===== src/rtl/uart_cmd_pkg.sv =====
// Shared constants, state encodings and helpers for the
// UART command receiver.
package uart_cmd_pkg;

  localparam logic [7:0] CH_U  = 8'h55;
  localparam logic [7:0] CH_C  = 8'h43;
  localparam logic [7:0] CH_L  = 8'h4C;
  localparam logic [7:0] CH_R  = 8'h52;
  localparam logic [7:0] CH_D  = 8'h44;
  localparam logic [7:0] CH_T  = 8'h54;
  localparam logic [7:0] CH_CR = 8'h0D;
  localparam logic [7:0] CH_LF = 8'h0A;
  localparam logic [7:0] CH_0  = 8'h30;
  localparam logic [7:0] CH_9  = 8'h39;

  localparam int BTN_U = 4;
  localparam int BTN_C = 3;
  localparam int BTN_L = 2;
  localparam int BTN_R = 1;
  localparam int BTN_D = 0;

  typedef enum logic [2:0] {
    RX_IDLE,
    RX_START,
    RX_DATA,
    RX_STOP,
    RX_BREAK
  } rx_state_t;

  typedef enum logic [1:0] {
    P_IDLE,
    P_D1,
    P_D2,
    P_CR
  } p_state_t;

  function automatic logic [7:0] to_upper(input logic [7:0] c);
    return (c >= 8'h61 && c <= 8'h7A) ? c - 8'h20 : c;
  endfunction

endpackage


===== src/rtl/uart_rx_core.sv =====
// 8N1 receiver: input synchronizer, oversample tick
// generator and bit-level FSM.
module uart_rx_core
  import uart_cmd_pkg::*;
#(
  parameter int DIV        = 651,
  parameter int OVERSAMPLE = 16
) (
  input  logic       clk,
  input  logic       reset,
  input  logic       rx,
  output logic [7:0] rx_data,
  output logic       rx_valid,
  output logic       frame_err
);

  localparam int DW = (DIV > 1) ? $clog2(DIV) : 1;
  localparam logic [DW-1:0] DIV_LAST = DW'(DIV - 1);
  localparam logic [3:0] T_HALF = 4'(OVERSAMPLE / 2 - 1);
  localparam logic [3:0] T_FULL = 4'(OVERSAMPLE - 1);

  logic          rx_meta;
  logic          rx_s;
  logic [DW-1:0] div_cnt;
  logic          tick;
  rx_state_t     st;
  logic [3:0]    tick_cnt;
  logic [2:0]    bit_idx;
  logic [7:0]    shift;

  // Sync flops reset to the idle level so reset never fakes a start bit
  always_ff @(posedge clk) begin
    if (!reset) begin
      rx_meta <= 1'b1;
      rx_s    <= 1'b1;
    end else begin
      rx_meta <= rx;
      rx_s    <= rx_meta;
    end
  end

  always_ff @(posedge clk) begin
    if (!reset) begin
      div_cnt <= '0;
      tick    <= 1'b0;
    end else if (div_cnt == DIV_LAST) begin
      div_cnt <= '0;
      tick    <= 1'b1;
    end else begin
      div_cnt <= div_cnt + 1'b1;
      tick    <= 1'b0;
    end
  end

  always_ff @(posedge clk) begin
    if (!reset) begin
      st        <= RX_IDLE;
      tick_cnt  <= '0;
      bit_idx   <= '0;
      shift     <= '0;
      rx_data   <= '0;
      rx_valid  <= 1'b0;
      frame_err <= 1'b0;
    end else begin
      rx_valid  <= 1'b0;
      frame_err <= 1'b0;
      if (tick) begin
        unique case (st)
          RX_IDLE: begin
            if (!rx_s) begin
              st       <= RX_START;
              tick_cnt <= '0;
            end
          end
          RX_START: begin
            if (tick_cnt == T_HALF) begin
              tick_cnt <= '0;
              bit_idx  <= '0;
              st       <= rx_s ? RX_IDLE : RX_DATA;
            end else begin
              tick_cnt <= tick_cnt + 4'd1;
            end
          end
          RX_DATA: begin
            if (tick_cnt == T_FULL) begin
              tick_cnt <= '0;
              shift    <= {rx_s, shift[7:1]};
              bit_idx  <= bit_idx + 3'd1;
              if (bit_idx == 3'd7) st <= RX_STOP;
            end else begin
              tick_cnt <= tick_cnt + 4'd1;
            end
          end
          RX_STOP: begin
            if (tick_cnt == T_FULL) begin
              tick_cnt <= '0;
              if (rx_s) begin
                rx_data  <= shift;
                rx_valid <= 1'b1;
                st       <= RX_IDLE;
              end else begin
                frame_err <= 1'b1;
                st        <= RX_BREAK;
              end
            end else begin
              tick_cnt <= tick_cnt + 4'd1;
            end
          end
          RX_BREAK: begin
            if (rx_s) st <= RX_IDLE;
          end
          default: st <= RX_IDLE;
        endcase
      end
    end
  end

endmodule


===== src/rtl/uart_cmd_rx.sv =====
// UART receive half with ASCII command parser: button
// pulses and "Tnn<CR>" set-temperature commands.
module uart_cmd_rx
  import uart_cmd_pkg::*;
#(
  parameter int CLK_HZ     = 100_000_000,
  parameter int BAUD       = 9600,
  parameter int OVERSAMPLE = 16,
  parameter int TEM_MIN    = 10,
  parameter int TEM_MAX    = 40
) (
  input  logic       clk,
  input  logic       reset,
  input  logic       rx,
  output logic [7:0] rx_data,
  output logic       rx_valid,
  output logic       frame_err,
  output logic [4:0] cmd_button,
  output logic       tem_set_valid,
  output logic [7:0] tem_set_value,
  output logic       cmd_err
);

  localparam int SAMP = BAUD * OVERSAMPLE;
  localparam int DIV  = (CLK_HZ + SAMP / 2) / SAMP;
  localparam logic [6:0] TMIN = 7'(TEM_MIN);
  localparam logic [6:0] TMAX = 7'(TEM_MAX);

  p_state_t   ps;
  logic [6:0] acc;
  logic [7:0] up;
  logic [3:0] dig;
  logic [4:0] btn;
  logic       is_dig;
  logic       is_t;
  logic       is_eol;
  logic       is_cr;
  logic       in_range;

  uart_rx_core #(
    .DIV        (DIV),
    .OVERSAMPLE (OVERSAMPLE)
  ) u_core (
    .clk       (clk),
    .reset     (reset),
    .rx        (rx),
    .rx_data   (rx_data),
    .rx_valid  (rx_valid),
    .frame_err (frame_err)
  );

  always_comb begin
    up       = to_upper(rx_data);
    is_dig   = (rx_data >= CH_0) && (rx_data <= CH_9);
    dig      = 4'(rx_data - CH_0);
    is_t     = (up == CH_T);
    is_cr    = (rx_data == CH_CR);
    is_eol   = is_cr || (rx_data == CH_LF);
    in_range = (acc >= TMIN) && (acc <= TMAX);
    btn      = '0;
    unique case (up)
      CH_U:    btn[BTN_U] = 1'b1;
      CH_C:    btn[BTN_C] = 1'b1;
      CH_L:    btn[BTN_L] = 1'b1;
      CH_R:    btn[BTN_R] = 1'b1;
      CH_D:    btn[BTN_D] = 1'b1;
      default: btn = '0;
    endcase
  end

  always_ff @(posedge clk) begin
    if (!reset) begin
      ps            <= P_IDLE;
      acc           <= '0;
      cmd_button    <= '0;
      tem_set_valid <= 1'b0;
      tem_set_value <= 8'd25;
      cmd_err       <= 1'b0;
    end else begin
      cmd_button    <= '0;
      tem_set_valid <= 1'b0;
      cmd_err       <= 1'b0;
      if (frame_err) begin
        ps <= P_IDLE;
      end else if (rx_valid) begin
        unique case (ps)
          P_IDLE: begin
            unique case (1'b1)
              (|btn):  cmd_button <= btn;
              is_t:    ps <= P_D1;
              is_eol:  ps <= P_IDLE;
              default: cmd_err <= 1'b1;
            endcase
          end
          P_D1, P_D2: begin
            unique case (1'b1)
              is_t: ps <= P_D1;
              is_dig: begin
                if (ps == P_D1) begin
                  acc <= {3'b0, dig};
                  ps  <= P_D2;
                end else begin
                  acc <= 7'(acc * 7'd10) + {3'b0, dig};
                  ps  <= P_CR;
                end
              end
              default: begin
                cmd_err <= 1'b1;
                ps      <= P_IDLE;
              end
            endcase
          end
          P_CR: begin
            ps <= P_IDLE;
            unique case (1'b1)
              is_t: ps <= P_D1;
              is_cr: begin
                if (in_range) begin
                  tem_set_value <= {1'b0, acc};
                  tem_set_valid <= 1'b1;
                end else begin
                  cmd_err <= 1'b1;
                end
              end
              default: cmd_err <= 1'b1;
            endcase
          end
          default: ps <= P_IDLE;
        endcase
      end
    end
  end

endmodule

===== config.mk =====
export PLATFORM = sky130hd
export DESIGN_NAME = uart_cmd_rx
export DESIGN_NICKNAME = d
export VERILOG_FILES = /design/src/rtl/uart_cmd_pkg.sv /design/src/rtl/uart_rx_core.sv /design/src/rtl/uart_cmd_rx.sv
export SDC_FILE = /design/constraint.sdc
export NUM_CORES = 1
export LEC_CHECK = 0
export BUFFER_PORTS_ARGS = -buffer_cell sky130_fd_sc_hd__buf_2
export CORE_ASPECT_RATIO = 1.75
export CORE_MARGIN = 1
export CORE_UTILIZATION = 50
export CTS_CLUSTER_SIZE = 16
export DETAILED_ROUTE_END_ITERATION = 10
export PLACE_DENSITY = 0.71
export SLEW_MARGIN = 5
export SYNTH_ARGS = -nofsm -noshare
export SYNTH_HDL_FRONTEND = slang
export SYNTH_SLANG_ARGS = --single-unit

===== constraint.sdc =====
create_clock -name clk -period 2.6 [get_ports clk]
set_clock_uncertainty 0.2 [all_clocks]
set_input_delay 0.39 -clock clk [delete_from_list [all_inputs] [get_ports clk]]
set_output_delay 0.39 -clock clk [all_outputs]
set_load 0.05 [all_outputs]

Word-level counts from Yosys, hierarchy flattened. Cells that the tools add are included.

Add/sub/neg operators: 6. Multipliers: 1. Magnitude comparators: 6. Eq/ne operators: 26. Muxes and demuxes: 37. Bitwise gates (word level): 7. Reduce and logical (&&, ||, !) cells: 27.

Operators by type and width (count): $eq 8x7->1 const B (6); $mux 3 (9); $eq 8x4->1 const B (2); $reduce_and 4->1 (4); $pmux 3 s5 (1); $reduce_or 5->1 (3); $mux 1 (14); $mux 4 (3); $pmux 4 s3 (1); $add 10x1->10 const B (1); $eq 10x10->1 const B (1); $ne 2x1->1 const B (5); $reduce_or 2->1 (5); $ge 8x6->1 const B (1); $ge 8x7->1 const B (1); $le 8x6->1 const B (1); $le 8x7->1 const B (1); $mux 8 (1); $pmux 2 s2 (2); $sub 8x6->8 const B (1); $add 7x4->7 (1); $ge 7x4->1 const B (1); $le 7x6->1 const B (1); $mul 7x3->6 const B (1); 31 further kinds (43).

Flip-flop bits (word level): 64. Bits of input ports: 3. Output and inout bits: 25. Word-level logic and storage cells: 127.

Longest topological paths before layout. Gate-level depths: netlist (run 1).

Word-level depth: 8. Gate-level depth with buffers: 8. Depth with buffers taken out: 8.

Modules after synthesis. Synthesis (run 1) repeated with hierarchy kept, for this count alone.

Cell total of the unflattened synthesis: 360. Area total of the unflattened synthesis: 3345.7 um^2.

By module, submodules not included: uart_rx_core (instances 1, cells each 184, area each 1760.4 um^2, seq. area each 820.8 um^2); uart_cmd_rx (instances 1, cells each 176, area each 1585.3 um^2, seq. area each 460.4 um^2).

Worst setup path before layout (run 1). No wires, ideal clock.

Kind: register to register. Start point: register u_core.rx_data[5]. End point: register acc[4]. Setup time: 0.069 ns. Arrival: 2.171 ns. Required time: 2.331 ns. Slack: 0.160 ns. Cell stages (with the launch flop): 7. Path buffers: 1. Period minus slack after synthesis: 2.440 ns. Path through: dfxtp_1 -> ha_1 -> a41oi_2 -> or3_1 -> buf_6 -> or3_1 -> a21oi_2.

Cells in the longest elaborated chain, start to end: 3. Elaborated cells on any way between the ends: 4. Classes of those cells: order compare: 2; reduce/logical: 2.

Ends and longest elaborated chain: start: declaration (line uart_rx_core.sv:12) `output logic [7:0] rx_data,`; start signal: assignment (line uart_rx_core.sv:98) `rx_data <= shift;`; $ge 8x6->1 or $le 8x6->1 (tied branches) (line uart_cmd_rx.sv:54) `is_dig = (rx_data >= CH_0) && (rx_data <= CH_9);`; $logic_and 1x1->1 * (line uart_cmd_rx.sv:54); $reduce_and 4->1 (no line) *; end signal: assignment (line uart_cmd_rx.sv:100) `acc <= {3'b0, dig};`; end signal: assignment (line uart_cmd_rx.sv:103) `acc <= 7'(acc * 7'd10) + {3'b0, dig};`; end: declaration (line uart_cmd_rx.sv:30) `logic [6:0] acc;`.

Every way passes the cells marked *; elsewhere a longest branch is shown, timed or not. A chain may end at the register's enable or synchronous reset.

Final worst setup path (run 1).
Start point: register u_core.rx_data[5]. End point: register ps[0].

Cells in the longest elaborated chain, start to end: 6. Elaborated cells on any way between the ends: 18. Classes of those cells: add/sub: 1; order compare: 4; eq/ne: 4; mux: 5; reduce/logical: 4.

Ends and longest elaborated chain: $ge 8x7->1 or $le 8x7->1 (tied branches) (line uart_cmd_pkg.sv:38) `return (c >= 8'h61 && c <= 8'h7A) ? c - 8'h20 : c;`; $logic_and 1x1->1 (line uart_cmd_pkg.sv:38); $mux 8 (line uart_cmd_pkg.sv:38); $eq 8x7->1 (line uart_cmd_rx.sv:56) `is_t = (up == CH_T);`; $pmux 2 s2, or another cell as far along (line uart_cmd_rx.sv:96) `unique case (1'b1)`; $pmux 2 s3 or $reduce_and 2->1 (tied branches); end signal: assignment (line uart_cmd_rx.sv:90) `is_t: ps <= P_D1;`; end signal: assignment (line uart_cmd_rx.sv:91) `is_eol: ps <= P_IDLE;`; end signal: assignment (line uart_cmd_rx.sv:97) `is_t: ps <= P_D1;`; end: declaration (line uart_cmd_rx.sv:29) `p_state_t ps;`.

Parallel ways exist; a longest one is shown, timed or not. The select of a mux whose other input is x is not followed.

==> metrics.md, run 1 <==
| Metric | Value |
|---|---|
| Outcome | completed |
| # DRC | 0 |
| Final Max Slew Viols | 0 |
| Setup TNS Final | 0 ps |
| Critical-path cell list | inv_1, ha_1, nor2_1, o221ai_1, nor4_1, a211oi_1, o41ai_1 |
| Overflow left after global routing | 0 |
| Most common cell after layout, fill and taps aside | dfxtp_1 |
| Gr busiest metal | met2 |
| Initial antenna violation count | 0 |
| Worst hold slack | 41.58 ps |
| Hold_sp | rx |
| Synth unique cells | 68 |
| FILL cells | between 500 and 600 |
| Max cap viols | 0 |
| Endpoints failing setup | 0 |
| I/O Buffers | 26 |
| WP data required | around 2600 ps |
| Multi-input logic area | between 0.0015 and 0.002 sq mm |
| Core ar. | just over 0.006 sq mm |
| Die Height | around 110 microns |
| #FFs+latches synth | 64 |
| Detailed-router iteration count before antenna repair | 4 |
| Post-Syn Nets | about 380 |
| Setup Buffers After CTS | 0 |
| First-pass GRT wire length | between 10000 and 15000 microns |
| Mapped cell area | about 0.0032 sq mm |
| Min cycle time layout | 2344 ps |
| Relative slew slack | 63.67% |
| Main synth FF type | dfxtp_1 |
| Clock root buffer | clkbuf_8 |
| Vias in the first global route | 2482 |
| GRT Total Usage | between 20% and 30% |
| CP arrival | roughly 2400 ps |
| P per Cell Area | 488.8 mW/mm^2 |
| Reg-to-Reg Start | u_core.rx_data[5] |
| Synth area leaders | dfxtp_1, mux2i_1, ha_1 |
| Max H-tree Level | 3 |
| Max Freq | between 400 and 500 MHz |
| Sequential-to-total area share from yosys stat | approximately 40% |
| Non-Filler Instances | ~460 |
| Reg clk slew, reported paths | around 70 ps |
| CTS tree | yes |
| Synth Warn # | 0 |
| Placer's final routability congestion estimate | between 0.8 and 0.9 |
| Maximum vdd drop | between 0.0003 and 0.0004 V |
| Antenna Violating Nets Remaining | 0 |
| Top-area cell type share of the netlist area | between 30 and 40% |
| Leak Pwr | around 1.4 nW |
| Synth area leader | dfxtp_1 |
| Max incr delay on CP | around 510 ps |
| Final setup margin | roughly 260 ps |
| Post_cts resized | 0 |
| Cells after Synth | between 300 and 400 |
| Crit share post-route | between 90% and 100% |
| Critical Path Source | u_core.rx_data[5] |
| Met2 Use GR | between 30% and 40% |
| Post-synth EDFFs | 0 |
| Cells after DPL | around 450 |
| Startpoint types | register |
| Routed wire length | between 6000 and 7000 microns |
| Initial core utilization | about half |
| Total power draw | approximately 0.0017 W |
| Total vias in the final route | roughly 2600 |
| Hold Crit Class | primary input to register |
| Final net count | 401 |
| Synthesized area per cell | roughly 9.1 sq um |
| Critical Path Fanout Max | 9 |
| Register area | between 0.001 and 0.0015 sq mm |
| CTS Buf Count | 9 |
| Vias per cell | between 5 and 6 |
| Die width | between 60 and 70 microns |
| Die area | 0.006799 sq mm |
| Slowest stage cell, crit path | dfxtp_1 |
| Post-place setup slack | just under 300 ps |
| Layout area overhead | 10.26% |
| Hold Buf Count CTS | 0 |
| Largest net degree at the start of global routing | 36 |
| I/O Pins | 28 |
| Max Root-Sink Buffers | 2 |
| CP Class | register to register |
| Routed WL per cell | 13.88 microns |
| Clock Latency Late Sink | between 300 and 400 ps |
| Met1 usage | a little over a fifth |
| DP Wirelength | 4629 microns |
| Worst-Margin Slew | between 500 and 600 ps |
| Inserted Diodes | 0 |
| Crit end category | register |
| Final Hold Fails | 0 |
| Clock sinks | 64 |
| Initial DRC Count | around 130 |
| Share of layout cells above drive strength 1 | 14.44% |
| FFs w/ async S/R, synth | 0% |
| Row Count | 38 |
| Most frequent cells in the layout | dfxtp_1, nor2_1, mux2i_1 |
| Met3 Use GR | 3.903% |
| Unrepaired setup endpoints after global routing | no |
cells in the mapped netlist, types with 3 or more instances:
cell / instances
buf_2: 5
clkbuf_1: 7
nor2b_1: 6
inv_1: 12
mux2i_1: 28
ha_1: 18
a21oi_1: 7
xor2_1: 6
nor4_1: 4
nand2_1: 21
xnor2_1: 10
nor2_1: 58
and3_1: 5
nand3_1: 8
o21ai_0: 8
or3_1: 4
dfxtp_1: 64
nand2b_1: 5
nand4_1: 3
a22oi_1: 3
nor3_1: 6
nand4b_1: 3
routing by layer:
layer | share of wire (%) | up-vias
li1 | - | 1285
met1 | 41 | 1232
met2 | 54 | 51
met3 | 2.3 | 18
met4 | 3.2 | 0
met5 | 0 | -
worst max-delay path, delay by kind of cell (launching register included):
family                     cells  cell delay (ps)
AOI/OAI and AO/OA              3              610
adders and majority gates      1              300
buffers and inverters          1              110
DFF                            1              510
and+or+nand+nor                2              490
worst paths after layout:
path                                        to  slack [ps]  cells past startpoint
worst max-delay path                     ps[0]         260                      7
worst min-delay path            u_core.rx_meta          40                      2
worst max register to register           ps[0]         260                      7
worst min register to register     u_core.rx_s         200                      1
where the power goes:
part | leakage [nW] | internal [W] | switching, W
registers | 0.516 | 0.000987 | 0.0000102
logic | 0.807 | 0.0000114 | 0.0000282
clock network | 0.0794 | 0.000361 | 0.000343
registers in the layout (all words and copies together), names as in the netlist, 2 cells and up:
| register | cells |
|---|---|
| u_core.shift | 8 |
| ps | 2 |
| u_core.tick_cnt | 4 |
| u_core.div_cnt | 10 |
| cmd_button | 5 |
| u_core.rx_data | 8 |
| u_core.st | 3 |
| acc | 7 |
| tem_set_value | 7 |
| u_core.bit_idx | 3 |
per-stage QoR:
stage	util, %	instance area (sq um)
2_1_floorplan	-	3231
3_3_place_gp	54.72	3408
3_5_place_dp	54.72	3408
4_1_cts	57.19	3562
5_1_grt	57.19	3562
6_report	57.19	3562
cells by family after synthesis:
logic type               synth area share [%]
XOR/XNOR                                4.338
other                                  0.1161
multiplexers                            9.024
adder cells (fa/ha/maj)                 8.211
AND/OR/NAND/NOR                         23.01
AO/OA/AOI/OAI                           11.04
buffers and inverters                   4.608
flip-flops                              39.66
area by class of cell:
type / count / share of cell area, %
multi-input cells: 258 / 50.72
repair buffers: 31 / 4.707
well taps: 80 / 2.810
clock inverters: 1 / 0.1405
inverters: 14 / 1.475
clock buffers: 13 / 4.180
flip-flops and latches: 64 / 35.97
(Power assumes the default switching activity.)
==> inputs of run 2 (changes only) <==
--- a/config.mk
+++ b/config.mk
@@ -5,13 +5,13 @@
 export SDC_FILE = /design/constraint.sdc
 export NUM_CORES = 1
 export LEC_CHECK = 0
-export BUFFER_PORTS_ARGS = -buffer_cell sky130_fd_sc_hd__buf_2
 export CORE_ASPECT_RATIO = 1.75
 export CORE_MARGIN = 1
 export CORE_UTILIZATION = 50
 export CTS_CLUSTER_SIZE = 16
 export DETAILED_ROUTE_END_ITERATION = 10
-export PLACE_DENSITY = 0.71
+export DONT_BUFFER_PORTS = 1
+export PLACE_DENSITY = 0.67
 export SLEW_MARGIN = 5
 export SYNTH_ARGS = -nofsm -noshare
 export SYNTH_HDL_FRONTEND = slang
==> constraint.sdc (replaced) <==
create_clock -name clk -period 2.3 [get_ports clk]
set_clock_uncertainty 0.2 [all_clocks]
set_input_delay 0.345 -clock clk [delete_from_list [all_inputs] [get_ports clk]]
set_output_delay 0.345 -clock clk [all_outputs]
set_load 0.05 [all_outputs]
==> run 2 against run 1 <==
Core utilization increased by 0.20 points; via count is 2.9% lower; critical path depth did not move; flip-flop and latch count stayed put; power increased by 13%; non-clock buffer count is 10 lower; count of clock-buffer cells in the layout down 3; cell count fell by 2.0%; critical endpoint is now acc[5]; largest cell class unchanged; largest power group unchanged.
==> metrics.md, run 2 (same netlist as run 1, synthesis figures left out) <==
| Metric | Value |
|---|---|
| Outcome | completed |
| Core ar. | 0.006228 sq mm (unchanged) |
| DP Wirelength | 4742 microns (+2.4%) |
| CP arrival | 2240 ps (-120 ps) |
| Layout area overhead | 10.65% |
| Logic pwr share | 2.5% (+0.2 points) |
| Startpoint types | register |
| CP delay by family, top | adder cells |
| Final Max Slew Viols | 0 (unchanged) |
| Clk pwr share | 40.4% (about the same) |
| Inserted Diodes | 0 (unchanged) |
| Die Height | 108.3 microns (unchanged) |
| R2R Setup Slk | 140 ps (-120 ps) |
| Min cycle time layout | 2162 ps (-182.5 ps) |
| Initial antenna violation count | 0 (unchanged) |
| CP Class | register to register |
| I/O Pins | 28 (unchanged) |
| First-pass GRT wire length | 10950 microns (-0.82%) |
| Critical Path Fanout Max | 2 (-7) |
| Max cap viols | 0 (unchanged) |
| Clock root buffer | clkbuf_8 |
| Most common cell after layout, fill and taps aside | dfxtp_1 |
| Design area | 0.003575 sq mm (+0.35%) |
| Maximum vdd drop | 0.0003902 V (+1.0%) |
| Reg clk slew, reported paths | 70 ps (about the same) |
| Crit path top cell by count | ha_1 |
| Slowest stage cell, crit path | fa_1 |
| Final Hold Fails | 0 (unchanged) |
| Overflow left after global routing | 0 (unchanged) |
| Leak Pwr | 1.367 nW (-2.5%) |
| Largest register FFs | 10 (unchanged) |
| Clock Latency Late Sink | 350 ps (+20 ps) |
| Clock sinks | 64 (unchanged) |
| Placer's final routability congestion estimate | 0.8144 (-5.4%) |
| Sw Ratio | 23.44% (+1.5 points) |
| Hold Crit Class | primary input to register |
| Endpoints failing setup | 0 (unchanged) |
| Max incr delay on CP | 450 ps (-60 ps) |
| Most frequent cells in the layout | dfxtp_1, nor2_1, mux2i_1 |
| Worst Path Buf+Inv | 1 (unchanged) |
| Total vias in the final route | 2511 (-2.9%) |
| Antenna Violating Nets Remaining | 0 (unchanged) |
| Routed wire length | 6481 microns (+1.3%) |
| Vias in the first global route | 2469 (-0.52%) |
| Initial core utilization | 51.87% (unchanged) |
| Cells after DPL | 435 (-2.7%) |
| Biggest register | u_core.div_cnt |
| Setup TNS Final | 0 ps (unchanged) |
| Relative slew slack | 65.43% (+1.8 points) |
| Die area | 0.006799 sq mm (unchanged) |
| GRT Total Usage | 20.85% (+0.21 points) |
| CTS Buf Count | 9 (unchanged) |
| Net Switching | 0.0004610 W (+21%) |
| Largest regs | u_core.div_cnt (10), u_core.rx_data (8), u_core.shift (8) |
| Row Count | 38 (unchanged) |
| Non-Filler Instances | 452 (-2.0%) |
| Routed WL per cell | 14.34 microns (+3.3%) |
| Max Root-Sink Buffers | 2 (unchanged) |
| Int Pwr | 0.001506 W (+11%) |
| Crit end category | register |
| Area after DPL | 0.003387 sq mm (-0.62%) |
| Worst-Margin Slew | 517.8 ps (-27.05 ps) |
| CTS tree | yes |
| P per Cell Area | 550.2 mW/mm^2 (+13%) |
| Detailed-router iteration count before antenna repair | 4 (unchanged) |
| Post-place setup slack | 96.73 ps (-201.7 ps) |
| Critical-path cell list | ha_1, ha_1, inv_1, fa_1, xnor2_1, or3_1, a21oi_2 |
| Max Freq | 462.5 MHz (+8.4%) |
| Crit share post-route | 94.00% (+3.8 points) |
| Vias per cell | 5.555 (-0.97%) |
| Sequential Power Share | 57.1% (-0.2 points) |
| Max H-tree Level | 3 (unchanged) |
| Unrepaired setup endpoints after global routing | no |
| # DRC | 0 (unchanged) |
| Total power draw | 0.001967 W (+13%) |
| Final net count | 391 (-2.5%) |
| WP data required | 2380 ps (-240 ps) |
| Initial DRC Count | 99 (-25%) |
| Share of layout cells above drive strength 1 | 13.71% (-0.73 points) |
| I/O Buffers | 0 (-100%) |
| Die width | 62.76 microns (unchanged) |
| Largest net degree at the start of global routing | 27 (-25%) |
| Final setup margin | 138.0 ps (-117.5 ps) |
-- run 2: cell types whose count changed in the layout (fill, tap and decap cells not counted), moves of 2 or more --
cell / previous run / this run
buf_2: 26 / 0
buf_4: 5 / 19
clkinv_2: 1 / 5
dfxtp_1: 64 / 61
clkbuf_1: 3 / 1
dfxtp_2: 0 / 2
dlygate4sd3_1: 0 / 2
-- run 2: path summary, 6_finish.rpt --
path / cells after the start / endpoint / from
setup reg to reg: 7 / acc[5] / acc[1]
setup / recovery: 7 / acc[5] / acc[1]
hold reg to reg: 1 / u_core.rx_s / u_core.rx_meta
hold / removal: 1 / u_core.frame_err / reset
-- run 2: what timing repair did --
action                                 in CTS  in global routing
setup buffers                               0                  0
endpoints found under the hold margin      11                  0
setup endpoints to repair                   0                  3
gates resized for setup                     0                  3
hold buffers                                2                  0
-- run 2: cell type report --
class | instances | area, sq um
repair buffers | 21 | 162.7
clock buffers | 10 | 127.6
inverters | 14 | 52.55
flip-flops and latches | 64 | 1287
clock inverters | 5 | 25.02
multi-input cells | 258 | 1819
fillers | 582 | 2654
well taps | 80 | 100.1
-- run 2: power by group through the flow --
stage | combinational [W] | sequential, W | clock, W
after global placement | 0.0000432 | 0.00115 | 0
after floorplan | 0.0000406 | 0.00115 | 0
after detailed placement | 0.0000436 | 0.00115 | 0
final | 0.0000485 | 0.00112 | 0.000795
after CTS | 0.0000495 | 0.00112 | 0.000824
after global routing | 0.0000548 | 0.00112 | 0.000862
-- run 2: routing by layer --
metal | part of all wire [%] | wire length [microns] | GRT usage, %
met1 | 40 | 2589 | 19.63
met2 | 55 | 3545 | 39.44
met3 | 2.5 | 162 | 6.118
met4 | 2.8 | 183 | 11.79
met5 | 0 | 0 | 0
-- run 2: through the flow --
stage                     utilization, %  hold WS, ps
after CTS                          57.15        2.804
after global routing               57.39        12.34
final                              57.39        25.50
after detailed placement           54.38        195.8
after global placement             54.38        199.2
after floorplan                        -        186.3
==> inputs of run 3 (changes only) <==
--- a/config.mk
+++ b/config.mk
@@ -5,12 +5,14 @@
 export SDC_FILE = /design/constraint.sdc
 export NUM_CORES = 1
 export LEC_CHECK = 0
+export CAP_MARGIN = 20
 export CORE_ASPECT_RATIO = 1.75
 export CORE_MARGIN = 1
 export CORE_UTILIZATION = 50
 export CTS_CLUSTER_SIZE = 16
 export DETAILED_ROUTE_END_ITERATION = 10
 export DONT_BUFFER_PORTS = 1
+export HOLD_SLACK_MARGIN = 0.03
 export PLACE_DENSITY = 0.67
 export SLEW_MARGIN = 5
 export SYNTH_ARGS = -nofsm -noshare
==> run 3 against run 2 <==
Non-clock buffer count unchanged; global-route usage about the same; worst hold slack improved by 39 ps; count of clock-buffer cells in the layout unchanged; first-iteration DRC count decreased by 4.0%; via count decreased by 0.16%; critical path type unchanged; largest cell class unchanged; wire length about the same; flip-flop and latch count unchanged; combinational power increased by 0.8%; cell area unchanged; cell count unchanged.
==> metrics.md, run 3 (same netlist as run 1, synthesis figures left out) <==
| Metric | Value |
|---|---|
| Overflow left after global routing | 0 (unchanged) |
| Placer's final routability congestion estimate | 0.8144 (unchanged) |
| Row Count | 38 (unchanged) |
| Max Freq | 462.4 MHz (about the same) |
| # DRC | 0 (unchanged) |
| Endpoints failing setup | 0 (unchanged) |
| Worst-Margin Slew | 518.3 ps (+0.4233 ps) |
| Reg-to-Reg Start | acc[1] |
| DP Wirelength | 4742 microns (unchanged) |
| Initial antenna violation count | 0 (unchanged) |
| Crit end category | register |
| FILL cells | 582 (unchanged) |
| WP data required | 2380 ps (about the same) |
| I/O Buffers | 0 (unchanged) |
| Die area | 0.006799 sq mm (unchanged) |
| Relative slew slack | 65.40% (about the same) |
| Initial core utilization | 51.87% (unchanged) |
| GRT Total Usage | 20.90% (+0.045 points) |
| Most frequent cells in the layout | dfxtp_1, nor2_1, mux2i_1 |
| Startpoint types | register |
| Max Root-Sink Buffers | 2 (unchanged) |
| Largest register FFs | 10 (unchanged) |
| Layout area overhead | 10.65% (unchanged) |
| Clock Latency Late Sink | 350 ps (about the same) |
| Inserted Diodes | 0 (unchanged) |
| Leak Pwr | 1.367 nW (unchanged) |
| Cells after DPL | 435 (unchanged) |
| Unrepaired setup endpoints after global routing | no |
| I/O Pins | 28 (unchanged) |
| Critical Path Source | acc[1] |
| Initial DRC Count | 95 (-4.0%) |
| CP Class | register to register |
| Max H-tree Level | 3 (unchanged) |
| Core ar. | 0.006228 sq mm (unchanged) |
| Antenna Violating Nets Remaining | 0 (unchanged) |
| Hold Crit Class | primary input to register |
| Detailed-router iteration count before antenna repair | 4 (unchanged) |
| CTS Buf Count | 9 (unchanged) |
| Routed wire length | 6486 microns (about the same) |
| Clock sinks | 64 (unchanged) |
| P per Cell Area | 550.6 mW/mm^2 (about the same) |
| Final net count | 391 (unchanged) |
| Clock root buffer | clkbuf_8 |
| Routed WL per cell | 14.35 microns (about the same) |
| Post-place setup slack | 96.73 ps (unchanged) |
| Vias per cell | 5.546 (-0.16%) |
| First-pass GRT wire length | 10960 microns (+0.13%) |
| Max cap viols | 0 (unchanged) |
| Total vias in the final route | 2507 (-0.16%) |
| Final Max Slew Viols | 0 (unchanged) |
| Die Height | 108.3 microns (unchanged) |
| CP arrival | 2240 ps (about the same) |
| Final setup margin | 137.3 ps (-0.7310 ps) |
| Largest regs | u_core.div_cnt (10), u_core.rx_data (8), u_core.shift (8) |
| Outcome | completed |
| Hold_sp | reset |
| Largest net degree at the start of global routing | 27 (unchanged) |
| Non-Filler Instances | 452 (unchanged) |
| Setup TNS Final | 0 ps (unchanged) |
| CTS tree | yes |
| Worst hold slack | 64.06 ps (+38.56 ps) |
| Most common cell after layout, fill and taps aside | dfxtp_1 |
| Min cycle time layout | 2163 ps (+0.7310 ps) |
| Maximum vdd drop | 0.0003910 V (+0.21%) |
| Critical Path Fanout Max | 2 (unchanged) |
| Final Hold Fails | 0 (unchanged) |
| Biggest register | u_core.div_cnt |
| Share of layout cells above drive strength 1 | 13.71% (unchanged) |
| Crit share post-route | 94.03% (about the same) |
| Vias in the first global route | 2467 (-0.081%) |
| Reg clk slew, reported paths | 70 ps (about the same) |
| Die width | 62.76 microns (unchanged) |
| Setup Buffers After CTS | 0 (unchanged) |
run 3: cell counts in the layout (fill, tap and decap cells not counted):
Identical to the previous run, type by type.
run 3: worst max-delay path, stage by stage (launching register included):
cell     delay, ps
dfxtp_1        310
ha_1           290
ha_1           190
inv_1           60
fa_1           450
xnor2_1        140
or3_1          320
a21oi_2        130
run 3: final timing paths:
| kind | end | slack (ps) | cells past startpoint |
|---|---|---|---|
| max | acc[5] | 140 | 7 |
| min | u_core.st[1] | 60 | 3 |
| max reg2reg | acc[5] | 140 | 7 |
| min reg2reg | u_core.rx_s | 210 | 1 |
run 3: timing repair:
action | in CTS | in global routing
endpoints found under the setup margin | 0 | 3
endpoints found under the hold margin | 13 | 0
resized for setup | 0 | 3
hold buffers | 2 | 0
run 3: cell type report:
class                           count  area (sq um)  area share (%)
Clock inverter                      5         25.02          0.7000
Inverter                           14         52.55           1.470
Tap cell                           80         100.1           2.800
Timing Repair Buffer               21         162.7           4.550
Multi-Input combinational cell    258          1819           50.89
Clock buffer                       10         127.6           3.570
Sequential cell                    64          1287           36.02
run 3: metal layers:
| layer | routed length, microns | vias up | track usage (%) |
|---|---|---|---|
| li1 | - | 1263 | - |
| met1 | 2601 | 1195 | 19.76 |
| met2 | 3526 | 34 | 39.36 |
| met3 | 181 | 15 | 6.329 |
| met4 | 176 | 0 | 11.63 |
| met5 | 0 | - | 0 |
run 3: where the power goes:
part            total, W  internal [W]  switching [W]
Sequential       0.00112       0.00111     0.00000879
Clock           0.000796      0.000375       0.000421
Combinational  0.0000489     0.0000161      0.0000327
run 3: through the flow:
stage	total power [W]	instance area (sq um)	util (%)
6_report	0.001968	3575	57.39
5_1_grt	0.002042	3575	57.39
4_1_cts	0.001998	3560	57.15
3_5_place_dp	0.001193	3387	54.38
3_3_place_gp	0.001193	3387	54.38
2_1_floorplan	0.001187	3234	-
